### src/rtl/line_clear_compactor_if.sv
// Bundle between the line-clear engine, its requester (piece-lock executor)
// and the playfield matrix memory.
//   slave  : engine side (line_clear_compactor)
//   master : requester/memory side
// Requester: v_i, mode_i, clr_total_i -> engine; ready_o, done_o, clear_count_o,
//            top_out_o, lines_total_o <- engine.
// Memory:    mm_read_addr_o, mm_write_addr_o, mm_write_data_o, mm_write_v_o <- engine;
//            mm_read_data_i -> engine (combinational read).
interface line_clear_compactor_if #(
    parameter int unsigned width_p       = 16,
    parameter int unsigned height_p      = 32,
    parameter int unsigned total_width_p = 16
);
    localparam int unsigned AW = $clog2(height_p);
    localparam int unsigned CW = $clog2(height_p + 1);

    logic                     v_i;
    logic                     mode_i;
    logic                     ready_o;
    logic                     done_o;
    logic [CW-1:0]            clear_count_o;
    logic                     top_out_o;
    logic [total_width_p-1:0] lines_total_o;
    logic                     clr_total_i;
    logic [AW-1:0]            mm_read_addr_o;
    logic [width_p-1:0]       mm_read_data_i;
    logic [AW-1:0]            mm_write_addr_o;
    logic [width_p-1:0]       mm_write_data_o;
    logic                     mm_write_v_o;

    modport slave (
        input  v_i, mode_i, clr_total_i, mm_read_data_i,
        output ready_o, done_o, clear_count_o, top_out_o, lines_total_o,
        output mm_read_addr_o, mm_write_addr_o, mm_write_data_o, mm_write_v_o
    );

    modport master (
        output v_i, mode_i, clr_total_i, mm_read_data_i,
        input  ready_o, done_o, clear_count_o, top_out_o, lines_total_o,
        input  mm_read_addr_o, mm_write_addr_o, mm_write_data_o, mm_write_v_o
    );
endinterface

### src/rtl/line_clear_compactor.sv
// Single-pass line-clear engine. Scans the matrix bottom to top, drops full rows,
// compacts survivors downward and zero-fills the freed rows at the top.
// Ports:
//   clk_i      : clock, rising edge
//   reset_n_i  : asynchronous active-low reset
//   bus        : line_clear_compactor_if.slave (request/status + matrix memory port)
module line_clear_compactor #(
    parameter int unsigned width_p       = 16,
    parameter int unsigned height_p      = 32,
    parameter int unsigned total_width_p = 16,
    parameter int unsigned debug_p       = 0
) (
    input  logic                          clk_i,
    input  logic                          reset_n_i,
    line_clear_compactor_if.slave         bus
);
    localparam int unsigned AW = $clog2(height_p);
    localparam int unsigned CW = $clog2(height_p + 1);
    localparam int unsigned SW = total_width_p + 1;

    localparam logic [1:0] StIdle = 2'd0;
    localparam logic [1:0] StScan = 2'd1;
    localparam logic [1:0] StFill = 2'd2;
    localparam logic [1:0] StDone = 2'd3;

    localparam logic [AW-1:0]            PtrBottom = AW'(height_p - 1);
    localparam logic [total_width_p-1:0] TotalMax  = '1;

    logic [1:0]               state_q, state_d;
    logic [AW-1:0]            rd_ptr_q, rd_ptr_d;
    logic [AW-1:0]            wr_ptr_q, wr_ptr_d;
    logic [CW-1:0]            cnt_q, cnt_d;
    logic                     mode_q, mode_d;
    logic                     top_q, top_d;
    logic [CW-1:0]            clear_count_q, clear_count_d;
    logic                     top_out_q, top_out_d;
    logic [total_width_p-1:0] total_q, total_d;

    logic          row_full;
    logic          row_empty;
    logic [CW-1:0] cnt_scan;
    logic [SW-1:0] total_sum;

    assign row_full  = &bus.mm_read_data_i;
    assign row_empty = ~|bus.mm_read_data_i;
    assign cnt_scan  = row_full ? cnt_q + CW'(1) : cnt_q;
    assign total_sum = {1'b0, total_q} + SW'(cnt_q);

    always_comb begin
        state_d       = state_q;
        rd_ptr_d      = rd_ptr_q;
        wr_ptr_d      = wr_ptr_q;
        cnt_d         = cnt_q;
        mode_d        = mode_q;
        top_d         = top_q;
        clear_count_d = clear_count_q;
        top_out_d     = top_out_q;
        total_d       = total_q;

        unique case (state_q)
            StIdle: begin
                if (bus.v_i) begin
                    rd_ptr_d = PtrBottom;
                    wr_ptr_d = PtrBottom;
                    cnt_d    = '0;
                    mode_d   = bus.mode_i;
                    state_d  = StScan;
                end
            end
            StScan: begin
                cnt_d    = cnt_scan;
                rd_ptr_d = rd_ptr_q - AW'(1);
                // Survivors claim the next slot; full rows leave wr_ptr behind.
                if (!row_full) begin
                    wr_ptr_d = wr_ptr_q - AW'(1);
                end
                if (rd_ptr_q == '0) begin
                    // Row 0 ends up non-empty only if nothing was cleared.
                    top_d   = !row_full && !row_empty && (cnt_scan == '0);
                    state_d = (cnt_scan != '0 && !mode_q) ? StFill : StDone;
                end
            end
            StFill: begin
                wr_ptr_d = wr_ptr_q - AW'(1);
                if (wr_ptr_q == '0) begin
                    state_d = StDone;
                end
            end
            StDone: begin
                clear_count_d = cnt_q;
                top_out_d     = top_q;
                total_d       = total_sum[SW-1] ? TotalMax : total_sum[total_width_p-1:0];
                state_d       = StIdle;
            end
        endcase

        // Clear wins over a same-cycle accumulation.
        if (bus.clr_total_i) begin
            total_d = '0;
        end
    end

    always_ff @(posedge clk_i or negedge reset_n_i) begin
        if (!reset_n_i) begin
            state_q       <= StIdle;
            rd_ptr_q      <= PtrBottom;
            wr_ptr_q      <= PtrBottom;
            cnt_q         <= '0;
            mode_q        <= 1'b0;
            top_q         <= 1'b0;
            clear_count_q <= '0;
            top_out_q     <= 1'b0;
            total_q       <= '0;
        end else begin
            state_q       <= state_d;
            rd_ptr_q      <= rd_ptr_d;
            wr_ptr_q      <= wr_ptr_d;
            cnt_q         <= cnt_d;
            mode_q        <= mode_d;
            top_q         <= top_d;
            clear_count_q <= clear_count_d;
            top_out_q     <= top_out_d;
            total_q       <= total_d;
        end
    end

    assign bus.ready_o         = (state_q == StIdle);
    assign bus.done_o          = (state_q == StDone);
    assign bus.clear_count_o   = clear_count_q;
    assign bus.top_out_o       = top_out_q;
    assign bus.lines_total_o   = total_q;
    assign bus.mm_read_addr_o  = rd_ptr_q;
    assign bus.mm_write_addr_o = wr_ptr_q;
    assign bus.mm_write_data_o = (state_q == StScan) ? bus.mm_read_data_i : '0;
    // A survivor already in place (rd == wr) needs no write.
    assign bus.mm_write_v_o    = ((state_q == StScan) && !mode_q && !row_full &&
                                  (rd_ptr_q != wr_ptr_q)) || (state_q == StFill);
endmodule
### src/flat_wrapper.sv
// flat-port wrapper written by rule: the top's interface ports become plain ports
module line_clear_compactor_flat 
#(
    parameter int unsigned width_p       = 16,
    parameter int unsigned height_p      = 32,
    parameter int unsigned total_width_p = 16,
    parameter int unsigned debug_p       = 0
)
  (clk_i, reset_n_i, bus_v_i, bus_mode_i, bus_clr_total_i, bus_mm_read_data_i, bus_ready_o, bus_done_o, bus_clear_count_o, bus_top_out_o, bus_lines_total_o, bus_mm_read_addr_o, bus_mm_write_addr_o, bus_mm_write_data_o, bus_mm_write_v_o);
  line_clear_compactor_if #(.width_p(width_p), .height_p(height_p), .total_width_p(total_width_p)) bus_i ();
  input  logic clk_i;
  input  logic reset_n_i;
  input wire logic [$bits(bus_i.v_i)-1:0] bus_v_i;
  input wire logic [$bits(bus_i.mode_i)-1:0] bus_mode_i;
  input wire logic [$bits(bus_i.clr_total_i)-1:0] bus_clr_total_i;
  input wire logic [$bits(bus_i.mm_read_data_i)-1:0] bus_mm_read_data_i;
  output wire logic [$bits(bus_i.ready_o)-1:0] bus_ready_o;
  output wire logic [$bits(bus_i.done_o)-1:0] bus_done_o;
  output wire logic [$bits(bus_i.clear_count_o)-1:0] bus_clear_count_o;
  output wire logic [$bits(bus_i.top_out_o)-1:0] bus_top_out_o;
  output wire logic [$bits(bus_i.lines_total_o)-1:0] bus_lines_total_o;
  output wire logic [$bits(bus_i.mm_read_addr_o)-1:0] bus_mm_read_addr_o;
  output wire logic [$bits(bus_i.mm_write_addr_o)-1:0] bus_mm_write_addr_o;
  output wire logic [$bits(bus_i.mm_write_data_o)-1:0] bus_mm_write_data_o;
  output wire logic [$bits(bus_i.mm_write_v_o)-1:0] bus_mm_write_v_o;
  assign bus_i.v_i = bus_v_i;
  assign bus_i.mode_i = bus_mode_i;
  assign bus_i.clr_total_i = bus_clr_total_i;
  assign bus_i.mm_read_data_i = bus_mm_read_data_i;
  assign bus_ready_o = bus_i.ready_o;
  assign bus_done_o = bus_i.done_o;
  assign bus_clear_count_o = bus_i.clear_count_o;
  assign bus_top_out_o = bus_i.top_out_o;
  assign bus_lines_total_o = bus_i.lines_total_o;
  assign bus_mm_read_addr_o = bus_i.mm_read_addr_o;
  assign bus_mm_write_addr_o = bus_i.mm_write_addr_o;
  assign bus_mm_write_data_o = bus_i.mm_write_data_o;
  assign bus_mm_write_v_o = bus_i.mm_write_v_o;
  line_clear_compactor #(.width_p(width_p), .height_p(height_p), .total_width_p(total_width_p), .debug_p(debug_p)) u_core (.clk_i(clk_i), .reset_n_i(reset_n_i), .bus(bus_i));
endmodule
### config.mk
export PLATFORM = sky130hd
export DESIGN_NAME = line_clear_compactor_flat
export DESIGN_NICKNAME = d
export VERILOG_FILES = /design/src/rtl/line_clear_compactor_if.sv /design/src/rtl/line_clear_compactor.sv /design/src/flat_wrapper.sv
export SDC_FILE = /design/constraint.sdc
export NUM_CORES = 1
export LEC_CHECK = 0
export ABC_AREA = 1
export BUFFER_PORTS_ARGS = -buffer_cell sky130_fd_sc_hd__buf_2
export CAP_MARGIN = 20
export CORE_MARGIN = 1.5
export CORE_UTILIZATION = 40
export CTS_BUF_LIST = sky130_fd_sc_hd__clkbuf_8
export CTS_CLUSTER_DIAMETER = 60
export CTS_CLUSTER_SIZE = 8
export DETAILED_ROUTE_END_ITERATION = 10
export SLEW_MARGIN = 20
export SYNTH_ARGS = -nofsm -noshare
export SYNTH_HDL_FRONTEND = slang
export SYNTH_SLANG_ARGS = --single-unit
### constraint.sdc
create_clock -name clk_i -period 2.2 [get_ports clk_i]
set_input_delay 0.22 -clock clk_i [delete_from_list [all_inputs] [get_ports clk_i]]
set_output_delay 0.22 -clock clk_i [all_outputs]
set_load 0.01 [all_outputs]
-- Yosys cells after proc, flatten, opt, wreduce, memory -nomap -nowiden
Cells that the tools add are included.
- input port bits: 21
- RAM bits: 0
- bits in latches: 0
- register bits after elaboration: 43
- output and inout bits: 52
- memories: 0
- bits in read-only memories: 0
- bitwise logic cells: 0
- mux-type cells: 16
- divide/modulo/power cells: 0
- multiply operators: 0
- reduce and logical (&&, ||, !) cells: 24
- add/subtract/negate cells: 4
- equal/unequal tests: 8
- $lt $le $gt $ge: 0
- shift operators: 0
- operators by type and width (cell ; count):
    2-to-1 mux 16 bit ; 4
    adder 16 x 6 -> 17 bit ; 1
    AND reduction 16 bit ; 1
    OR reduction 16 bit ; 1
    case mux 5 bit (3 select lines) ; 1
    2-to-1 mux 6 bit ; 2
    case mux 6 bit (2 select lines) ; 1
    zero test 5 bit ; 2
    2-to-1 mux 5 bit ; 2
    case mux 5 bit (2 select lines) ; 1
    subtractor 5 x 1 -> 5 bit, second input constant ; 2
    case mux 2 bit (4 select lines) ; 1
    adder 6 x 1 -> 6 bit, second input constant ; 1
    logical AND 1 bit ; 6
    zero test 6 bit ; 1
    2-to-1 mux 2 bit ; 3
    AND reduction 2 bit ; 3
    AND reduction 3 bit ; 2
    nonzero test 6 bit ; 1
    inequality test 5 bit ; 1
    == test 2 bit, second input constant ; 2
    inequality test 2 x 1 -> 1 bit, second input constant ; 2
    inequality test 2 bit, second input constant ; 2
    nonzero test 2 bit ; 2
    6 further kinds ; 7

-- Logic depth before layout (Yosys ltp)
Gate-level depths: netlist of the first run.
- depth after elaboration: 7
- mapped depth: 13
- mapped depth without buffers: 13

-- Worst setup path after synthesis of the first run
OpenSTA, ideal clock, no wires.
- path kind: reg-to-reg
- start: reg u_core.total_q[0] (netlist: u_core.bus.lines_total_o[0])
- end: reg u_core.total_q[9] (netlist: u_core.bus.lines_total_o[9])
- cell stages (with the launch flop): 12
- data required time: 2080 ps
- slack: 208 ps
- arrival: 1872 ps
- path buffers: 1
- path through: dfrtp_1 -> ha_1 -> fa_1 -> nand2_2 -> a21oi_4 -> a31oi_4 -> nor2_4 -> nand3_4 -> buf_6 -> nand2_1 -> o21ai_1 -> nand2_1
- cells in the longest elaborated chain, start to end: 4
- RTL lines (item ; RTL line ; text):
    from (decl) ; line_clear_compactor.sv:37 ; logic [total_width_p-1:0] total_q, total_d;
    from (signal assigned) ; line_clear_compactor.sv:123 ; total_q <= total_d;
    adder 16 x 6 -> 17 bit ; line_clear_compactor.sv:47 ; assign total_sum = {1'b0, total_q} + SW'(cnt_q);
    2-to-1 mux 16 bit ; line_clear_compactor.sv:92 ; total_d = total_sum[SW-1] ? TotalMax : total_sum[total_width_p-1:0];
    2-to-1 mux 16 bit ; line_clear_compactor.sv:60 ; unique case (state_q)
    2-to-1 mux 16 bit ; line_clear_compactor.sv:98 ; if (bus.clr_total_i) begin
No other way between the ends. The select of a mux whose other input is x is not followed.
A chain may end at the register's enable or synchronous reset.

-- Worst setup path in the final report of the first run
- start: reg u_core.total_q[0] (netlist: u_core.bus.lines_total_o[0])
- end: reg u_core.total_q[10] (netlist: u_core.bus.lines_total_o[10])
The elaborated chain is that of the path after synthesis.

==> run_results.csv, run 1 <==
group,metric,value,unit
run_status,outcome,"finished, violations left",
run_status,violations,"hold timing",
logic_synthesis,yosysTopAreaCellShare,27.8,%
logic_synthesis,synth_warnings,0,
global_routing,grt_max_degree,44,
sta,rsz0062_at_grt,"false",
sta,drv_slew,0,
clock_network,clk_latency,0.30,ns
finish,antenna_cells,0,
worst_setup_path,end_kind,"flop",
power_and_ir_drop,clkPwrFrac,20.4,%
sta,finalHoldViolations,7,
logic_synthesis,netlist-cell-type-count,40,
clock_network,cts_buffer_depth,2,
logic_synthesis,ys_seq_area_share,36.7,%
finish,layout.cells.most_common_list,"134 x nand2_1, 72 x buf_2, 61 x inv_1",
logic_synthesis,synth_nets,451,
sta,fmax,491,MHz
global_routing,grt_use_total,18.6,%
logic_synthesis,synth_area_leaders,"dfrtp_1 28%, nand2_1 17%, dfstp_2 8.9%",
worst_setup_path,startpoint,"u_core.bus.lines_total_o[0]$_DFFE_PN0P_",
global_routing,antenna_found_initial,0,
sta,setup_viol_count_final,0,
worst_setup_path,rrSetupSlack,0.16,ns
sta,min_period,2.04,ns
placement,dpl_cell_area,3470,sq um
worst_setup_path,rr_endpoint,"u_core.bus.lines_total_o[10]$_DFFE_PN0P_",
logic_synthesis,synthSimpleGateAreaFrac,32.4,%
floorplanning,die_h,89.1,microns
clock_network,clock_sinks,43,
power_and_ir_drop,internal_power,1780,uW
sta,skew,0.00889,ns
finish,layout.nets,533,
clock_network,cts-root-buf,"clkbuf_8",
detailed_routing,wl_per_cell,11.8,microns
logic_synthesis,synth_top_family_by_area,"simple AND/OR/NAND/NOR gates",
detailed_routing,routed_wl,7040,microns
logic_synthesis,avgSynthCellArea,7.17,sq um
power_and_ir_drop,switching_share,41.6,%
clock_network,cts_tree,"built",
detailed_routing,ant_nets,0,
logic_synthesis,synth_compound_area_share,12.9,%
floorplanning,die_area,7940,sq um
detailed_routing,drtPass1Iterations,6,
clock_network,cts_buffers,5,
placement,io_buffers,72,
power_and_ir_drop,seqPwrFrac,35.4,%
clock_network,cts.clk_slew.worst_paths,0.09,ns
flow_run,drv_cap,0,
global_routing,grt_overflow,0,
logic_synthesis,synth_top_area_cell,"dfrtp_1",
logic_synthesis,ys_seq_elements,43,
worst_setup_path,worstPathCellList,"ha_1, fa_2, nand2_2, a21oi_4, a31oi_4, nor2_4, nand3_2, nand3_2, nand2_1, o21ai_1",
detailed_routing,route.detailed.drc,0,
placement,place_congestion,0.821,
detailed_routing,vias_per_cell,4.82,
finish,drive_gt1_share,24.3,%
floorplanning,core_area,7210,sq um
sta,whs,-0.00629,ns
sta,relSlewSlack,62.3,%
floorplanning,fp.dieW,89.1,microns
floorplanning,rows,31,
logic_synthesis,yosys.area_share.xor_xnor,2.07,%
finish,post-route-util,50.0,%
global_routing,grt_pass1_wl,11700,microns
worst_setup_path,crit_top_cell,"nand3_2",
sta,timing.final.ws_setup,0.165,ns
sta,period_share,92.5,%
placement,dp_hpwl,5390,microns
power_and_ir_drop,max-vdd-ir-drop,0.720,mV
worst_setup_path,critPathBufInv,0,
power_and_ir_drop,switching_power,1270,uW
worst_setup_path,crit_fanout,7,
placement,pre_cts_slack,0.101,ns
worst_setup_path,critPathTopFamily,"adder cells",
clock_network,ctsHtreeMaxLevel,2,
worst_setup_path,worstSetupStartpointType,"flop",
floorplanning,pin_count,73,
worst_setup_path,slowest_delay,0.42,ns
worst_setup_path,path_depth,10,
global_routing,grt_pass1_vias,2658,
detailed_routing,drt-initial-drc-count,102,
worst_setup_path,worst_ep_arrival_time,2.22,ns
logic_synthesis,synthMuxAreaShare,0,%
power_and_ir_drop,leakage,0.00206,uW
sta,setup_tns,0,ns
finish,final_common_cell,"nand2_1",
detailed_routing,via_count,2870,
power_and_ir_drop,powerDensity,846,nW/um^2
sta,max_slew.worst_pin.slew,0.566,ns
finish,final_cell_area,3610,sq um
finish,fillers,731,
worst_setup_path,cp.required,2.38,ns
power_and_ir_drop,p_comb_share,44.2,%
finish,syn_to_final_growth,21.6,%
hold_path,hold_path.class,"input pin to asynchronous set/reset pin",
clock_network,hold_buffers,0,
floorplanning,initial_core_util,41.1,%
logic_synthesis,synth_fa_ha_area_share,7.00,%
worst_setup_path,slowest_stage,"dfrtp_1",
logic_synthesis,syn_inst,414,
worst_setup_path,critPathKind,"flop to flop",
worst_setup_path,r2r-start,"u_core.bus.lines_total_o[0]$_DFFE_PN0P_",
logic_synthesis,synth_area,2970,sq um
worst_setup_path,rr_worst_depth,10,
## cells in the mapped netlist (all sizes together)
library cell	count
a211oi	1
a21oi	8
a22o	4
a22oi	1
a31oi	1
a41oi	1
buf	2
clkbuf	4
dfrtp	33
dfstp	10
fa	1
ha	15
inv	62
nand2	136
nand3	30
nand4	2
nor2	37
nor3	3
nor4	7
o21ai	41
o221ai	1
o22ai	3
o31ai	1
or2	3
xnor2	2
xor2	5
## area by class of cell
cell class / instances / area (sq um) / share of cell area [%]
Clock buffer: 5 / 68.8 / 1.91
Clock inverter: 3 / 43.8 / 1.21
Inverter: 62 / 233 / 6.45
Multi-Input combinational cell: 304 / 1630 / 45.1
Sequential cell: 43 / 1090 / 30.2
Tap cell: 99 / 124 / 3.44
Timing Repair Buffer: 80 / 420 / 11.7
## flip-flops by register name, summed over array words and instances, names as in the netlist
signal,cells
u_core.cnt_q,6
u_core.bus.mm_read_addr_o,5
u_core.bus.top_out_o,1
u_core.mode_q,1
u_core.bus.lines_total_o,16
u_core.bus.mm_write_addr_o,5
u_core.bus.clear_count_o,6
u_core.top_q,1
u_core.state_q,2
## power groups by stage
stage | Clock (uW) | Sequential (uW) | Combinational (uW)
floorplan | 0 | 1110 | 854
global route | 680 | 1100 | 1550
finish | 622 | 1080 | 1350
detailed placement | 0 | 1100 | 1350
global placement | 0 | 1100 | 1350
CTS | 650 | 1080 | 1360
## metrics by stage
stage	hold slack, ns	power (uW)	instances
after CTS	0.00707	3100	594
after global placement	0.338	2440	586
after detailed placement	0.334	2450	586
final	-0.00629	3050	596
after global routing	0.0426	3330	596
after floorplan	-0.0756	1960	414
## how the worst max path moves through the flow
| stage | end | slack (ns) |
|---|---|---|
| floorplan | u_core.bus.lines_total_o[9]$_DFFE_PN0P_ | 0.21 |
| global placement | u_core.bus.lines_total_o[15]$_DFFE_PN0P_ | 0.16 |
| detailed placement | u_core.bus.lines_total_o[15]$_DFFE_PN0P_ | 0.10 |
| CTS | u_core.bus.lines_total_o[15]$_DFFE_PN0P_ | 0.09 |
| global route | u_core.bus.lines_total_o[10]$_DFFE_PN0P_ | 0.01 |
| finish | u_core.bus.lines_total_o[10]$_DFFE_PN0P_ | 0.16 |
## repair_timing
| item | CTS | global route |
|---|---|---|
| endpoints found under the setup margin | 0 | 9 |
| gates resized for setup | 0 | 2 |
| buffers inserted | 0 | 1 |
## layer usage
| metal | part of all wire (%) | wire length (microns) | global-route usage [%] |
|---|---|---|---|
| met1 | 47 | 3280 | 23.4 |
| met5 | 0 | 0 | 0 |
| met2 | 48 | 3410 | 32.5 |
| met4 | 0.91 | 64 | 5.45 |
| met3 | 4.0 | 285 | 3.51 |
## logic make-up (layout without fill, tap and decap cells)
family                     after synthesis  count (layout)
xor gates and xnor gates                 7               7
and+or+nand+nor                        218             219
DFF                                     43              43
adders and majority gates               16              16
AOI/OAI and AO/OA                       62              62
buffers and inverters                   68             150
No activity file was read; power rests on OpenSTA's default activity.
==> inputs of run 2 (changes only) <==
Settings changed: ABC_AREA 1 to default, GPL_ROUTABILITY_DRIVEN from default to 0.
==> run_results.csv, run 2 <==
group,metric,value,unit
run_status,outcome,"finished clean",
worst_setup_path,rrSetupSlack,0.12,ns
power_and_ir_drop,leakage,0.00175,uW
finish,antenna_cells,0,
clock_network,cts.clk_slew.worst_paths,0.09,ns
detailed_routing,routed_wl,6820,microns
worst_setup_path,critPathBufInv,0,
finish,final_cell_area,3580,sq um
finish,syn_to_final_growth,28.7,%
finish,seq_area,1090,sq um
logic_synthesis,ys_seq_elements,43,
detailed_routing,drtPass1Iterations,4,
sta,period_share,94.4,%
worst_setup_path,worst_ep_arrival_time,2.30,ns
logic_synthesis,syn_inst,295,
finish,multi_input_area,1640,sq um
clock_network,cts-root-buf,"clkbuf_8",
global_routing,grt_use_total,18.4,%
global_routing,grt_pass1_wl,11100,microns
detailed_routing,drt-initial-drc-count,99,
power_and_ir_drop,seqPwrFrac,33.8,%
logic_synthesis,yosysTopAreaCellShare,29.7,%
clock_network,post_cts.repair.setup_buffers,0,
logic_synthesis,synth_edf_count,0,
detailed_routing,vias_per_cell,5.50,
power_and_ir_drop,powerDensity,962,nW/um^2
logic_synthesis,ys_seq_area_share,39.2,%
finish,largest_reg_flops,16,
detailed_routing,dr.max_layer_used,"met4",
power_and_ir_drop,p_comb_share,47.9,%
placement,io_buffers,72,
worst_setup_path,crit_top_cell,"a211oi_2",
sta,min_period,2.08,ns
worst_setup_path,critPathKind,"flop to flop",
sta,fmax,482,MHz
detailed_routing,via_count,2589,
worst_setup_path,worstSetupStartpointType,"flop",
finish,layout.nets,427,
detailed_routing,dr_wl_met2,3280,microns
clock_network,cts_tree,"built",
finish,fillers,632,
logic_synthesis,yosysMostFrequentCell,"dfrtp_1",
placement,dp_hpwl,5010,microns
clock_network,cts_buffers,5,
sta,rsz0062_at_grt,"true",
worst_setup_path,crit_fanout,8,
sta,drv_slew,0,
logic_synthesis,synth_ff_type,"dfrtp_1",
detailed_routing,wl_met1,3210,microns
worst_setup_path,r2r-start,"u_core.cnt_q[0]$_DFFE_PN0P_",
logic_synthesis,synth_nets,332,
placement,dpl_cell_area,3410,sq um
global_routing,antenna_found_initial,0,
sta,skew,0.00395,ns
hold_path,min_from,"bus_mode_i",
logic_synthesis,synth_area,2780,sq um
logic_synthesis,avgSynthCellArea,9.42,sq um
finish,layout.cells.most_common_list,"72 x buf_2, 33 x dfrtp_1, 27 x buf_4",
worst_setup_path,startpoint,"u_core.cnt_q[0]$_DFFE_PN0P_",
logic_synthesis,synth_area_leaders,"dfrtp_1 30%, dfstp_2 9.5%, ha_1 6.8%",
logic_synthesis,synth_warnings,0,
sta,relSlewSlack,65.0,%
detailed_routing,routed-wl-met3,250,microns
worst_setup_path,critPathTopFamily,"compound AO/OA/AOI/OAI gates",
sta,max_slew.worst_pin.slew,0.521,ns
power_and_ir_drop,switching_share,40.5,%
detailed_routing,wl_per_cell,14.5,microns
floorplanning,fp.dieW,86.3,microns
clock_network,cts_buffer_depth,2,
power_and_ir_drop,max-vdd-ir-drop,0.668,mV
detailed_routing,ant_nets,0,
clock_network,clock_sinks,43,
logic_synthesis,async_flop_share,100,%
sta,whs,0.156,ns
floorplanning,core_area,6760,sq um
power_and_ir_drop,clkPwrFrac,18.4,%
logic_synthesis,synth_top_area_cell,"dfrtp_1",
clock_network,clk_latency,0.30,ns
worst_setup_path,cp.required,2.42,ns
flow_run,drv_cap,0,
finish,final_common_cell,"buf_2",
hold_path,hold_path.class,"input pin to flop",
power_and_ir_drop,internal_power,2050,uW
power_and_ir_drop,switching_power,1390,uW
global_routing,grt_pass1_vias,2334,
worst_setup_path,end_kind,"flop",
worst_setup_path,worstPathCellList,"ha_2, fa_2, a211oi_2, o21bai_1, a21oi_2, nor3b_4, a21o_1, a211oi_2",
logic_synthesis,netlist-cell-type-count,57,
floorplanning,die_h,86.3,microns
global_routing,grt_overflow,0,
sta,setup_viol_count_final,0,
finish,drive_gt1_share,37.1,%
logic_synthesis,synth_common_cells,"33 x dfrtp_1, 23 x nor2_1, 18 x and2_1, 18 x o21ai_0, 17 x a21oi_1",
floorplanning,initial_core_util,41.1,%
sta,finalHoldViolations,0,
worst_setup_path,slowest_delay,0.40,ns
floorplanning,die_area,7450,sq um
floorplanning,pin_count,73,
global_routing,grt_max_degree,44,
worst_setup_path,slowest_stage,"dfrtp_1",
detailed_routing,route.detailed.drc,0,
floorplanning,rows,30,
clock_network,ctsHtreeMaxLevel,2,
-- run 2: changes by cell type after synthesis, sizes merged, moves of 6 or more --
cell / change
and2: +18
a21oi: +10
nor3: +6
o21ai: -21
mux2: +10
nor2: -14
nand2: -121
nand3: -18
inv: -52
-- run 2: layer usage --
layer  track usage, %  vias up
li1                 -     1287
met1             24.8     1236
met2             31.0       59
met3             2.67        7
met4             5.28        0
met5                0        -
-- run 2: cell families (layout without fill, tap and decap cells) --
kind of cell	after synthesis	in the layout	share of synthesized area (%)
AOI/OAI and AO/OA	81	81	19.5
xor gates and xnor gates	11	11	3.47
DFF	43	43	39.2
and+or+nand+nor	108	108	21.8
adders and majority gates	16	16	7.48
muxes	13	13	5.14
buffers and inverters	23	119	3.47
-- run 2: final cells by class --
| class | count | share of cell area [%] |
|---|---|---|
| clock buffers | 5 | 1.92 |
| clock inverters | 3 | 1.22 |
| inverters | 10 | 1.05 |
| multi-input cells | 229 | 46.0 |
| flip-flops and latches | 43 | 30.4 |
| well taps | 80 | 2.80 |
| repair buffers | 101 | 16.6 |
-- run 2: stage by stage --
stage	setup TNS [ns]	worst slack [ns]	cells	util, %	total power, uW
floorplan	0	0.0222	295	-	2200
global placement	0	0.0390	462	50.4	2790
detailed placement	-0.0210	-0.0162	462	50.4	2810
CTS	0	0.0128	471	52.4	3470
global route	-0.0283	-0.0218	471	52.9	3700
finish	0	0.124	471	52.9	3440
-- run 2: power by group through the flow --
stage	logic, uW	clock network [uW]	registers, uW
finish	1650	633	1160
global route	1830	681	1190
CTS	1650	657	1160
detailed placement	1630	0	1180
global placement	1610	0	1170
floorplan	1030	0	1170
-- run 2: worst reg2reg max path: cells and delay by family, from the launching register on --
family	cells	cell delay, ns
AOI/OAI and AO/OA	5	0.93
adders and majority gates	2	0.55
DFF	1	0.40
and+or+nand+nor	1	0.11
-- run 2: timing repair --
action                     in CTS  in global routing
cloned                          0                  0
hold endpoints to repair       33                  0
pin swaps                       1                  6
resized for setup               2                  7
setup endpoints to repair       6                 16
hold buffers                    1                  0
-- run 2: final timing paths --
kind                                                             end  depth (start not counted)
max                         u_core.bus.lines_total_o[10]$_DFFE_PN0P_                          8
min                                        u_core.mode_q$_DFFE_PN0P_                          2
max reg2reg                 u_core.bus.lines_total_o[10]$_DFFE_PN0P_                          8
min reg2reg                 u_core.bus.lines_total_o[11]$_DFFE_PN0P_                          1
max in group asynchronous  u_core.bus.mm_write_addr_o[1]$_DFFE_PN1P_                          3
min in group asynchronous   u_core.bus.lines_total_o[12]$_DFFE_PN0P_                          3
